**src/rtl/shift_pkg.sv**
```systemverilog
// Shared encodings for the counted shift register: shift modes and FSM states.
package shift_pkg;

  localparam logic [1:0] SH_LSR = 2'b00;
  localparam logic [1:0] SH_ASR = 2'b01;
  localparam logic [1:0] SH_LSL = 2'b10;
  localparam logic [1:0] SH_ROR = 2'b11;

  typedef enum logic [1:0] {
    S_IDLE  = 2'b00,
    S_SHIFT = 2'b01,
    S_DONE  = 2'b10
  } shift_state_e;

endpackage

```
**src/rtl/shift_step_unit.sv**
```systemverilog
// One bit-step of the shift register: next value and the bit shifted out.
module shift_step_unit
  import shift_pkg::*;
#(
  parameter int WIDTH = 17
) (
  input  logic [1:0]       mode,
  input  logic [WIDTH-1:0] value,
  input  logic             serial_in,
  output logic [WIDTH-1:0] next_value,
  output logic             bit_out
);

  always_comb begin
    next_value = value;
    bit_out    = value[0];
    case (mode)
      SH_LSR: next_value = {serial_in, value[WIDTH-1:1]};
      SH_ASR: next_value = {value[WIDTH-1], value[WIDTH-1:1]};
      SH_LSL: begin
        next_value = {value[WIDTH-2:0], serial_in};
        bit_out    = value[WIDTH-1];
      end
      SH_ROR: next_value = {value[0], value[WIDTH-1:1]};
      default: next_value = value;
    endcase
  end

endmodule

```
**src/rtl/shiftreg_seq_param.sv**
```systemverilog
// Parametrised shift register with parallel load, single steps and counted
// shifts (one bit per clock) under a start/busy/done handshake.
module shiftreg_seq_param
  import shift_pkg::*;
#(
  parameter int WIDTH = 17,
  parameter int CNT_W = 5
) (
  input  logic             clock,
  input  logic             reset,
  input  logic             load,
  input  logic [WIDTH-1:0] ins,
  input  logic             shift,
  input  logic             start,
  input  logic [1:0]       mode,
  input  logic [CNT_W-1:0] amount,
  input  logic             serial_in,
  output logic [WIDTH-1:0] outs,
  output logic             serial_out,
  output logic             busy,
  output logic             done,
  output shift_state_e     fsm_state
);

  // Handshake: start is taken only in IDLE; busy is high for exactly `amount`
  // cycles from the cycle after start, then done pulses for one cycle with the
  // result already on outs. A load while busy aborts without a done pulse.

  shift_state_e     state_q;
  logic [CNT_W-1:0] cnt_q;
  logic [1:0]       mode_q;

  logic [1:0]       step_mode;
  logic [WIDTH-1:0] step_value;
  logic             step_bit;

  // Single steps follow the live mode; counted shifts use the latched one.
  assign step_mode = (state_q == S_SHIFT) ? mode_q : mode;
  assign fsm_state = state_q;

  shift_step_unit #(.WIDTH(WIDTH)) u_step (
    .mode       (step_mode),
    .value      (outs),
    .serial_in  (serial_in),
    .next_value (step_value),
    .bit_out    (step_bit)
  );

  always_ff @(posedge clock) begin
    if (reset) begin
      state_q    <= S_IDLE;
      cnt_q      <= '0;
      mode_q     <= SH_LSR;
      outs       <= '0;
      serial_out <= 1'b0;
      busy       <= 1'b0;
      done       <= 1'b0;
    end else begin
      case (state_q)
        S_IDLE: begin
          if (load) begin
            outs <= ins;
          end else if (start) begin
            if (amount == '0) begin
              state_q <= S_DONE;
              done    <= 1'b1;
            end else begin
              cnt_q   <= amount;
              mode_q  <= mode;
              busy    <= 1'b1;
              state_q <= S_SHIFT;
            end
          end else if (shift) begin
            outs       <= step_value;
            serial_out <= step_bit;
          end
        end

        S_SHIFT: begin
          if (load) begin
            outs    <= ins;
            cnt_q   <= '0;
            busy    <= 1'b0;
            state_q <= S_IDLE;
          end else begin
            outs       <= step_value;
            serial_out <= step_bit;
            cnt_q      <= cnt_q - CNT_W'(1);
            if (cnt_q == CNT_W'(1)) begin
              busy    <= 1'b0;
              done    <= 1'b1;
              state_q <= S_DONE;
            end
          end
        end

        S_DONE: begin
          done    <= 1'b0;
          state_q <= S_IDLE;
        end

        default: begin
          busy    <= 1'b0;
          done    <= 1'b0;
          state_q <= S_IDLE;
        end
      endcase
    end
  end

endmodule
```
**config.mk**
```make
export PLATFORM = sky130hd
export DESIGN_NAME = shiftreg_seq_param
export DESIGN_NICKNAME = d
export VERILOG_FILES = /design/src/rtl/shift_pkg.sv /design/src/rtl/shift_step_unit.sv /design/src/rtl/shiftreg_seq_param.sv
export SDC_FILE = /design/constraint.sdc
export NUM_CORES = 1
export LEC_CHECK = 0
export ABC_AREA = 1
export CORE_MARGIN = 2
export CORE_UTILIZATION = 47
export DETAILED_ROUTE_END_ITERATION = 10
export GPL_ROUTABILITY_DRIVEN = 0
export PLACE_DENSITY = 0.82
export SKIP_LAST_GASP = 1
export SYNTH_ARGS = -nofsm -noshare
export SYNTH_HDL_FRONTEND = slang
export SYNTH_SLANG_ARGS = --single-unit
```
**constraint.sdc**
```tcl
create_clock -name clock -period 1.8 [get_ports clock]
set_input_delay 0.27 -clock clock [delete_from_list [all_inputs] [get_ports clock]]
set_output_delay 0.27 -clock clock [all_outputs]
set_load 0.03 [all_outputs]
```
* Word level (Yosys, flattened, before mapping) *
Index checks and enable logic that the tools add are counted.

operators by class
  add/sub/neg operators = 1
  equality and inequality tests = 17
  muxes and demuxes = 36
  bitwise gates (word level) = 3
  reduce and logical (&&, ||, !) cells = 11

operators with widths
  cell                 number
  $mux 17              4
  $pmux 17 s4          1
  $pmux 17 s2          1
  $mux 5               4
  $mux 1               15
  $reduce_and 5->1     3
  $ne 2x2->1 const B   7
  $mux 2               6
  $pmux 5 s2           1
  $reduce_and 4->1     2
  $eq 2x2->1 const B   3
  $ne 3x3->1 const B   2
  $reduce_and 3->1     2
  $eq 5x1->1 const B   1
  $logic_not 5->1      1
  $sub 5x1->5 const B  1
  $eq 2x1->1 const B   2
  $logic_not 2->1      2
  $pmux 1 s2           2
  $pmux 2 s2           1
  $ne 3x2->1 const B   1
  $not 1->1            3
  $pmux 1 s3           1
  $ne 2x1->1 const B   1
  $reduce_bool 2->1    1

word-level totals
  register bits after elaboration = 29
  input port bits = 30
  output and inout port bits = 22
  logic and storage cells = 75

* Longest topological paths before layout *
Gate-level depths: netlist (run 1).

  depth in word-level cells = 8
  depth in mapped cells = 10
  gate-level depth less buffers = 9

* Cells and area by module *
From an unflattened synthesis (run 1), not the netlist that was laid out.

second synthesis, totals
  cell total of the unflattened synthesis = 255
  area total of the unflattened synthesis = 1737.9 sq um

modules (own cells, without submodules)
  module              times used  cells an instance  area an instance (sq um)  sequential area each (sq um)
  shiftreg_seq_param  1           191                1470.2                    580.6
  shift_step_unit     1           64                 267.8                     0.0

* Worst setup path after synthesis (run 1) *
Ideal clock, no wire load.

  kind = reg2reg
  from = reg state_q[1] (netlist: fsm_state[1])
  to = reg outs[0]
  setup time = 120 ps
  arrival = 1499 ps
  data required time = 1680 ps
  path slack = 182 ps
  stages on the path, launching flop included = 9
  buffers on the path = 1
  clock period less this slack = 1618 ps
  cell sequence = dfxtp_1 inv_4 nand2_4 nand2_1 o21ai_4 buf_2 nand3_1 nand3_1 a21oi_1

on the way
  word-level cells in the longest chain between the ends = 8
  elaborated cells between the ends (all ways) = 17
  classes of those cells = eq/ne (6); mux (7); reduce/logical (4)

RTL lines
  element                             RTL line                                            source
  start: declaration                  shiftreg_seq_param.sv:29                            shift_state_e state_q;
  start signal: assignment            shiftreg_seq_param.sv:51                            state_q <= S_IDLE;
  start signal: assignment            shiftreg_seq_param.sv:65                            state_q <= S_DONE;
  start signal: assignment            shiftreg_seq_param.sv:71                            state_q <= S_SHIFT;
  $eq 2x1->1                          shiftreg_seq_param.sv:38, shiftreg_seq_param.sv:59
  $mux 2                              shiftreg_seq_param.sv:38                            assign step_mode = (state_q == S_SHIFT) ? mode_q : mode;
  $eq 2x2->1 (tied with other cells)  shift_step_unit.sv:17                               case (mode)
  $pmux 17 s4                         shift_step_unit.sv:17
  $mux 17                             shiftreg_seq_param.sv:73                            end else if (shift) begin
  $mux 17                             shiftreg_seq_param.sv:63                            end else if (start) begin
  $mux 17                             shiftreg_seq_param.sv:61                            if (load) begin
  $pmux 17 s2                         shiftreg_seq_param.sv:59                            case (state_q)
  end signal: assignment              shiftreg_seq_param.sv:62                            outs <= ins;
  end signal: assignment              shiftreg_seq_param.sv:74                            outs <= step_value;
  end signal: assignment              shiftreg_seq_param.sv:81                            outs <= ins;
  end: declaration                    shiftreg_seq_param.sv:18                            output logic [WIDTH-1:0] outs,

Several ways; a longest one is shown, not always the timed one. The select of a mux whose other input is x is not followed.
A chain may end at the register's enable or synchronous reset.

* Final worst setup path (run 1) *
  from = reg state_q[1] (netlist: fsm_state[1])
  to = out fsm_state[1]

RTL lines
  element           RTL line                  source
  end: declaration  shiftreg_seq_param.sv:22  output shift_state_e fsm_state

No word-level cell between the ends.

==> flow_metrics.env, run 1 <==
export IMPL_track_usage_pct=23.9
export IMPL_wl_per_cell_um=12.7
export IMPL_timing_slew_headroom_pct=77.7
export IMPL_area_growth_pct=42.1
export IMPL_cts_buffer_depth=2
export IMPL_peakVddDrop_uv=460
export IMPL_die_x_um=64.6
export IMPL_max_freq_mhz=577
export IMPL_async_flop_share_pct=0
export IMPL_vias=1991
export IMPL_endpoint_kind="output port"
export IMPL_fin_crit_sh_pct=96.2
export IMPL_grt_max_degree=22
export IMPL_die_h_um=64.6
export IMPL_place_hpwl_mm=3.34
export IMPL_cp_top_family="buffers and inverters"
export IMPL_p_leak_nw=1.09
export IMPL_cts_tree="built"
export IMPL_power_mw=1.97
export IMPL_grt_overflow=0
export IMPL_p_per_area_mw_per_mm2=803
export IMPL_grt_pass1_vias=1874
export IMPL_routed_wirelength_mm=4.77
export IMPL_clk_pin_slew_ns=0.06
export IMPL_initial_core_util_pct=47.9
export IMPL_ant_nets=0
export IMPL_syn_nets=301
export IMPL_maxSlewViolCount=0
export IMPL_ys_seq_elements=29
export IMPL_ctsResizeCount=0
export IMPL_syn_avg_cell_area_sq_um=6.42
export IMPL_first_pass_iters=4
export IMPL_tightest_slew_ns=0.333
export IMPL_hold_path_class="flip-flop to flip-flop"
export IMPL_final_hold_violation_count=0
export IMPL_cp_required_ns=1.53
export IMPL_postLayoutCoreUtil_pct=68.0
export IMPL_grt_pass1_wl_mm=7.92
export IMPL_synth_distinct_cells=21
export IMPL_path_max_fanout=5
export IMPL_ys_seq_area_share_pct=33.6
export IMPL_start_kind="flip-flop"
export IMPL_synth_cells=269
export IMPL_slowest_delay_ns=0.72
export IMPL_clock_sinks=29
export IMPL_coreArea_sq_mm=0.00361
export IMPL_syn_cell_area_sq_mm=0.00173
export IMPL_clk_latency_ns=0.28
export IMPL_crit_arrival_ns=1.46
export IMPL_holdWs_ns=0.444
export IMPL_yosysWarnings=0
export IMPL_finClkSkew_ns=0.00490
export IMPL_cp_cell_sequence="clkdlybuf4s50_1"
export IMPL_nets=359
export IMPL_slowest_stage="clkdlybuf4s50_1"
export IMPL_cts_hold_buf=0
export IMPL_postCtsSetupBuffers=0
export IMPL_numCtsBuffers=5
export IMPL_maxCapViolations=0
export IMPL_min_period_ns=1.73
export IMPL_pin_count=52
export IMPL_rsz0062_at_grt="false"
export IMPL_synthFlopType="dfxtp_1"
export IMPL_drc_errors=0
export IMPL_rows=22
export IMPL_setup_violations=0
export IMPL_cts_root_buf="clkbuf_8"
export IMPL_layout_common_cells="clkdlybuf4s50_1 (50), nand2_1 (47), nand3_1 (46)"
export IMPL_drtIter0Drc=169
export IMPL_finalSetupTns_ns=0
export IMPL_drive_above_1_share_pct=8.23
export IMPL_antenna_found_initial=0
export IMPL_crit_type="flip-flop to output port"
export IMPL_status="finished clean"
export IMPL_fp_dieArea_sq_mm=0.00417
export IMPL_port_buffers=51
export IMPL_avgViaCountPerCell=5.30
export IMPL_synth_edf_count=0
export IMPL_antenna_cells=0
export IMPL_crit_buf_inv=1
export IMPL_nFillCells=313
export IMPL_h_tree_depth=2
export IMPL_layout_commonest_cell="clkdlybuf4s50_1"
==> flip-flops by register name, summed over array words and instances, names as in the netlist <==
name	cells
cnt_q	5
outs	17
mode_q	2
fsm_state	2
busy	1
done	1
serial_out	1
==> path summary, 6_finish.rpt <==
| kind | from | endpoint | slack [ns] | cells past startpoint |
|---|---|---|---|---|
| setup / recovery | fsm_state[1] | fsm_state[1] | 0.07 | 1 |
| hold / removal | done | done | 0.44 | 2 |
| hold reg to reg | done | done | 0.44 | 2 |
| setup reg to reg | fsm_state[1] | outs[3] | 0.22 | 9 |
==> power breakdown <==
| group | internal (mW) | leakage, nW | switching [mW] | total, mW |
|---|---|---|---|---|
| registers | 0.702 | 0.240 | 0.0449 | 0.747 |
| clock network | 0.345 | 0.0542 | 0.253 | 0.598 |
| logic | 0.268 | 0.794 | 0.357 | 0.625 |
| total | 1.32 | 1.09 | 0.655 | 1.97 |
==> synth_stat cells (all sizes together), types with 2 or more instances <==
library cell | instances | area, sq um
nand2 | 49 | 199
nand3 | 46 | 230
a21oi | 45 | 225
inv | 36 | 138
dfxtp | 29 | 581
o21ai | 29 | 168
nor2 | 14 | 55.1
buf | 6 | 36.3
clkbuf | 5 | 18.8
nand4 | 4 | 25.0
ha | 2 | 25.0
==> worst register-to-register path, stage by stage, from the launching register on <==
cell	delay, ns
dfxtp_1	0.38
inv_4	0.15
nand2_4	0.12
nand2_1	0.11
nand2_1	0.08
inv_2	0.18
nand2_4	0.17
nand2_1	0.11
nand3_1	0.08
a21oi_1	0.13
==> per-layer routing <==
| layer | wire (um) | track usage [%] |
|---|---|---|
| met3 | 289 | 6.25 |
| met4 | 54 | 9.84 |
| met2 | 2300 | 40.5 |
| met5 | 0 | 0 |
| met1 | 2130 | 28.8 |
==> area by class of cell <==
cell class / count / area [sq um] / share of cell area [%]
Timing Repair Buffer: 62 / 621 / 25.3
Clock buffer: 7 / 96.3 / 3.93
Tap cell: 48 / 60.1 / 2.45
Sequential cell: 29 / 581 / 23.7
Multi-Input combinational cell: 192 / 950 / 38.7
Clock inverter: 1 / 5.00 / 0.204
Inverter: 37 / 141 / 5.76
==> per-stage QoR <==
stage,setup slack (ns),area [sq um],cells
CTS,0.0315,2450,376
finish,0.0682,2450,376
global route,0.00418,2450,376
global placement,0.145,2350,368
floorplan,0.182,1730,269
detailed placement,0.0872,2350,368
==> logic make-up after synthesis <==
group / Yosys count / synth area share (%)
AND/OR/NAND/NOR: 113 / 29.5
XOR/XNOR: 1 / 0.507
AO/OA/AOI/OAI: 76 / 23.6
adder cells (fa/ha/maj): 2 / 1.45
flip-flops: 29 / 33.6
buffers and inverters: 48 / 11.4
Note: power is estimated with default switching activity, not from simulation.
==> run 2, diff against run 1 <==
Settings changed: RECOVER_POWER from default to 50.
==> run 2 against run 1 <==
  * Clock skew is essentially flat
  * Wire length down 0.21%
  * Sequential share of layout area increased by 0.12 points
  * Critical path depth unchanged
  * Largest power group unchanged
==> flow_metrics.env, run 2 (synthesis results as in run 1) <==
export IMPL_rr_endpoint="outs[3]"
export IMPL_antenna_cells=0
export IMPL_finalSetupTns_ns=0
export IMPL_cp_required_ns=1.53
export IMPL_avgViaCountPerCell=5.34
export IMPL_met2_usage_pct=40.5
export IMPL_fin_area_sq_mm=0.00244
export IMPL_tightest_slew_ns=0.386
export IMPL_pin_count=52
export IMPL_top_regs="outs (17), cnt_q (5)"
export IMPL_cp_top_family="buffers and inverters"
export IMPL_rsz0062_at_grt="false"
export IMPL_fp_dieArea_sq_mm=0.00417
export IMPL_multiInputGateArea_sq_um=950
export IMPL_maxCapViolations=0
export IMPL_wl_per_cell_um=12.7
export IMPL_postCtsSetupBuffers=0
export IMPL_start_kind="flip-flop"
export IMPL_cts_buffer_depth=2
export IMPL_antenna_found_initial=0
export IMPL_crit_arrival_ns=1.46
export IMPL_finClkSkew_ns=0.00472
export IMPL_routed_wirelength_mm=4.76
export IMPL_maxSlewViolCount=0
export IMPL_holdWs_ns=0.440
export IMPL_clock_sinks=29
export IMPL_clk_pin_slew_ns=0.06
export IMPL_crit_buf_inv=1
export IMPL_largest_reg_flops=17
export IMPL_crit_type="flip-flop to output port"
export IMPL_die_x_um=64.6
export IMPL_grt_pass1_vias=1874
export IMPL_min_period_ns=1.73
export IMPL_area_growth_pct=41.4
export IMPL_vias=2006
export IMPL_max_freq_mhz=578
export IMPL_hold_start="done"
export IMPL_place_hpwl_mm=3.34
export IMPL_cts_root_buf="clkbuf_8"
export IMPL_cts_tree="built"
export IMPL_power_mw=1.96
export IMPL_p_per_area_mw_per_mm2=801
export IMPL_post_dp_cell_area_sq_mm=0.00235
export IMPL_regArea_sq_um=581
export IMPL_rows=22
export IMPL_reg2reg_from="fsm_state[1]"
export IMPL_nFillCells=316
export IMPL_fin_ws_ns=0.0688
export IMPL_use_met1_pct=28.8
export IMPL_cp_cell_sequence="clkdlybuf4s50_1"
export IMPL_layout_commonest_cell="nand2_1"
export IMPL_coreArea_sq_mm=0.00361
export IMPL_timing_slew_headroom_pct=74.3
export IMPL_fin_crit_sh_pct=96.2
export IMPL_busiest_layer="met2"
export IMPL_p_leak_nw=1.10
export IMPL_hold_path_class="flip-flop to flip-flop"
export IMPL_h_tree_depth=2
export IMPL_final_hold_violation_count=0
export IMPL_die_h_um=64.6
export IMPL_initial_core_util_pct=47.9
export IMPL_layout_common_cells="nand2_1 (47), nand3_1 (46), a21oi_1 (45)"
export IMPL_worstRegToRegCells=9
export IMPL_path_max_fanout=5
export IMPL_slowest_delay_ns=0.72
export IMPL_first_pass_iters=4
export IMPL_post_place_ws_ns=0.0872
export IMPL_track_usage_pct=23.9
export IMPL_numCtsBuffers=5
export IMPL_grtUsageMet3_pct=6.25
export IMPL_status="finished clean"
export IMPL_min_path_cells=2
export IMPL_ant_nets=0
export IMPL_grt_pass1_wl_mm=7.92
export IMPL_drc_errors=0
export IMPL_setup_violations=0
export IMPL_grt_max_degree=22
export IMPL_drive_above_1_share_pct=7.93
export IMPL_port_buffers=51
export IMPL_slowest_stage="clkdlybuf4s50_1"
export IMPL_hold_path_end="done"
export IMPL_endpoint_kind="output port"
export IMPL_clk_latency_ns=0.28
export IMPL_ff2ff_setup_slack_ns=0.22
export IMPL_nets=359
export IMPL_drtIter0Drc=176
export IMPL_grt_overflow=0
export IMPL_startpoint="fsm_state[1]"
export IMPL_peakVddDrop_uv=458
export IMPL_top_register="outs"
==> run 2: timing repair <==
item                                    in CTS  in global routing
endpoints found under the setup margin       0                  1
gates resized for setup                      0                  1
hold buffers                                 0                  0
==> run 2: power by group <==
part	total, mW	switching (mW)	internal [mW]
clock network	0.597	0.252	0.345
logic	0.613	0.357	0.256
registers	0.746	0.0436	0.702
total	1.96	0.653	1.30
==> run 2: how the worst max path moves through the flow <==
stage | end | slack, ns | cells past startpoint
floorplan | outs[0] | 0.18 | 8
global placement | cnt_q[3] | 0.14 | 9
detailed placement | cnt_q[4] | 0.09 | 7
CTS | fsm_state[0] | 0.03 | 1
global route | fsm_state[1] | 0.004 | 1
finish | fsm_state[1] | 0.07 | 1
==> run 2: routing by layer <==
layer | wire (um) | up-vias
li1 | - | 1016
met1 | 2120 | 919
met2 | 2290 | 67
met3 | 309 | 4
met4 | 43 | 0
met5 | 0 | -
==> run 2: cell type report <==
class	instances	area share [%]
tap	48	2.46
clock buffer	7	3.95
timing repair buffer	62	24.9
multi-input combinational	192	38.9
inverter	37	5.79
sequential	29	23.8
clock inverter	1	0.205
==> run 2: through the flow <==
stage | util, % | std cells
CTS | 68.0 | 376
finish | 67.7 | 376
global placement | 65.2 | 368
floorplan | - | 269
global route | 67.7 | 376
detailed placement | 65.2 | 368
==> run 3, diff against run 2 <==
Settings changed: HOLD_SLACK_MARGIN from default to 0.08.
==> results of run 3 <==
Final layout, timing and power as in run 2 (identical DEF).
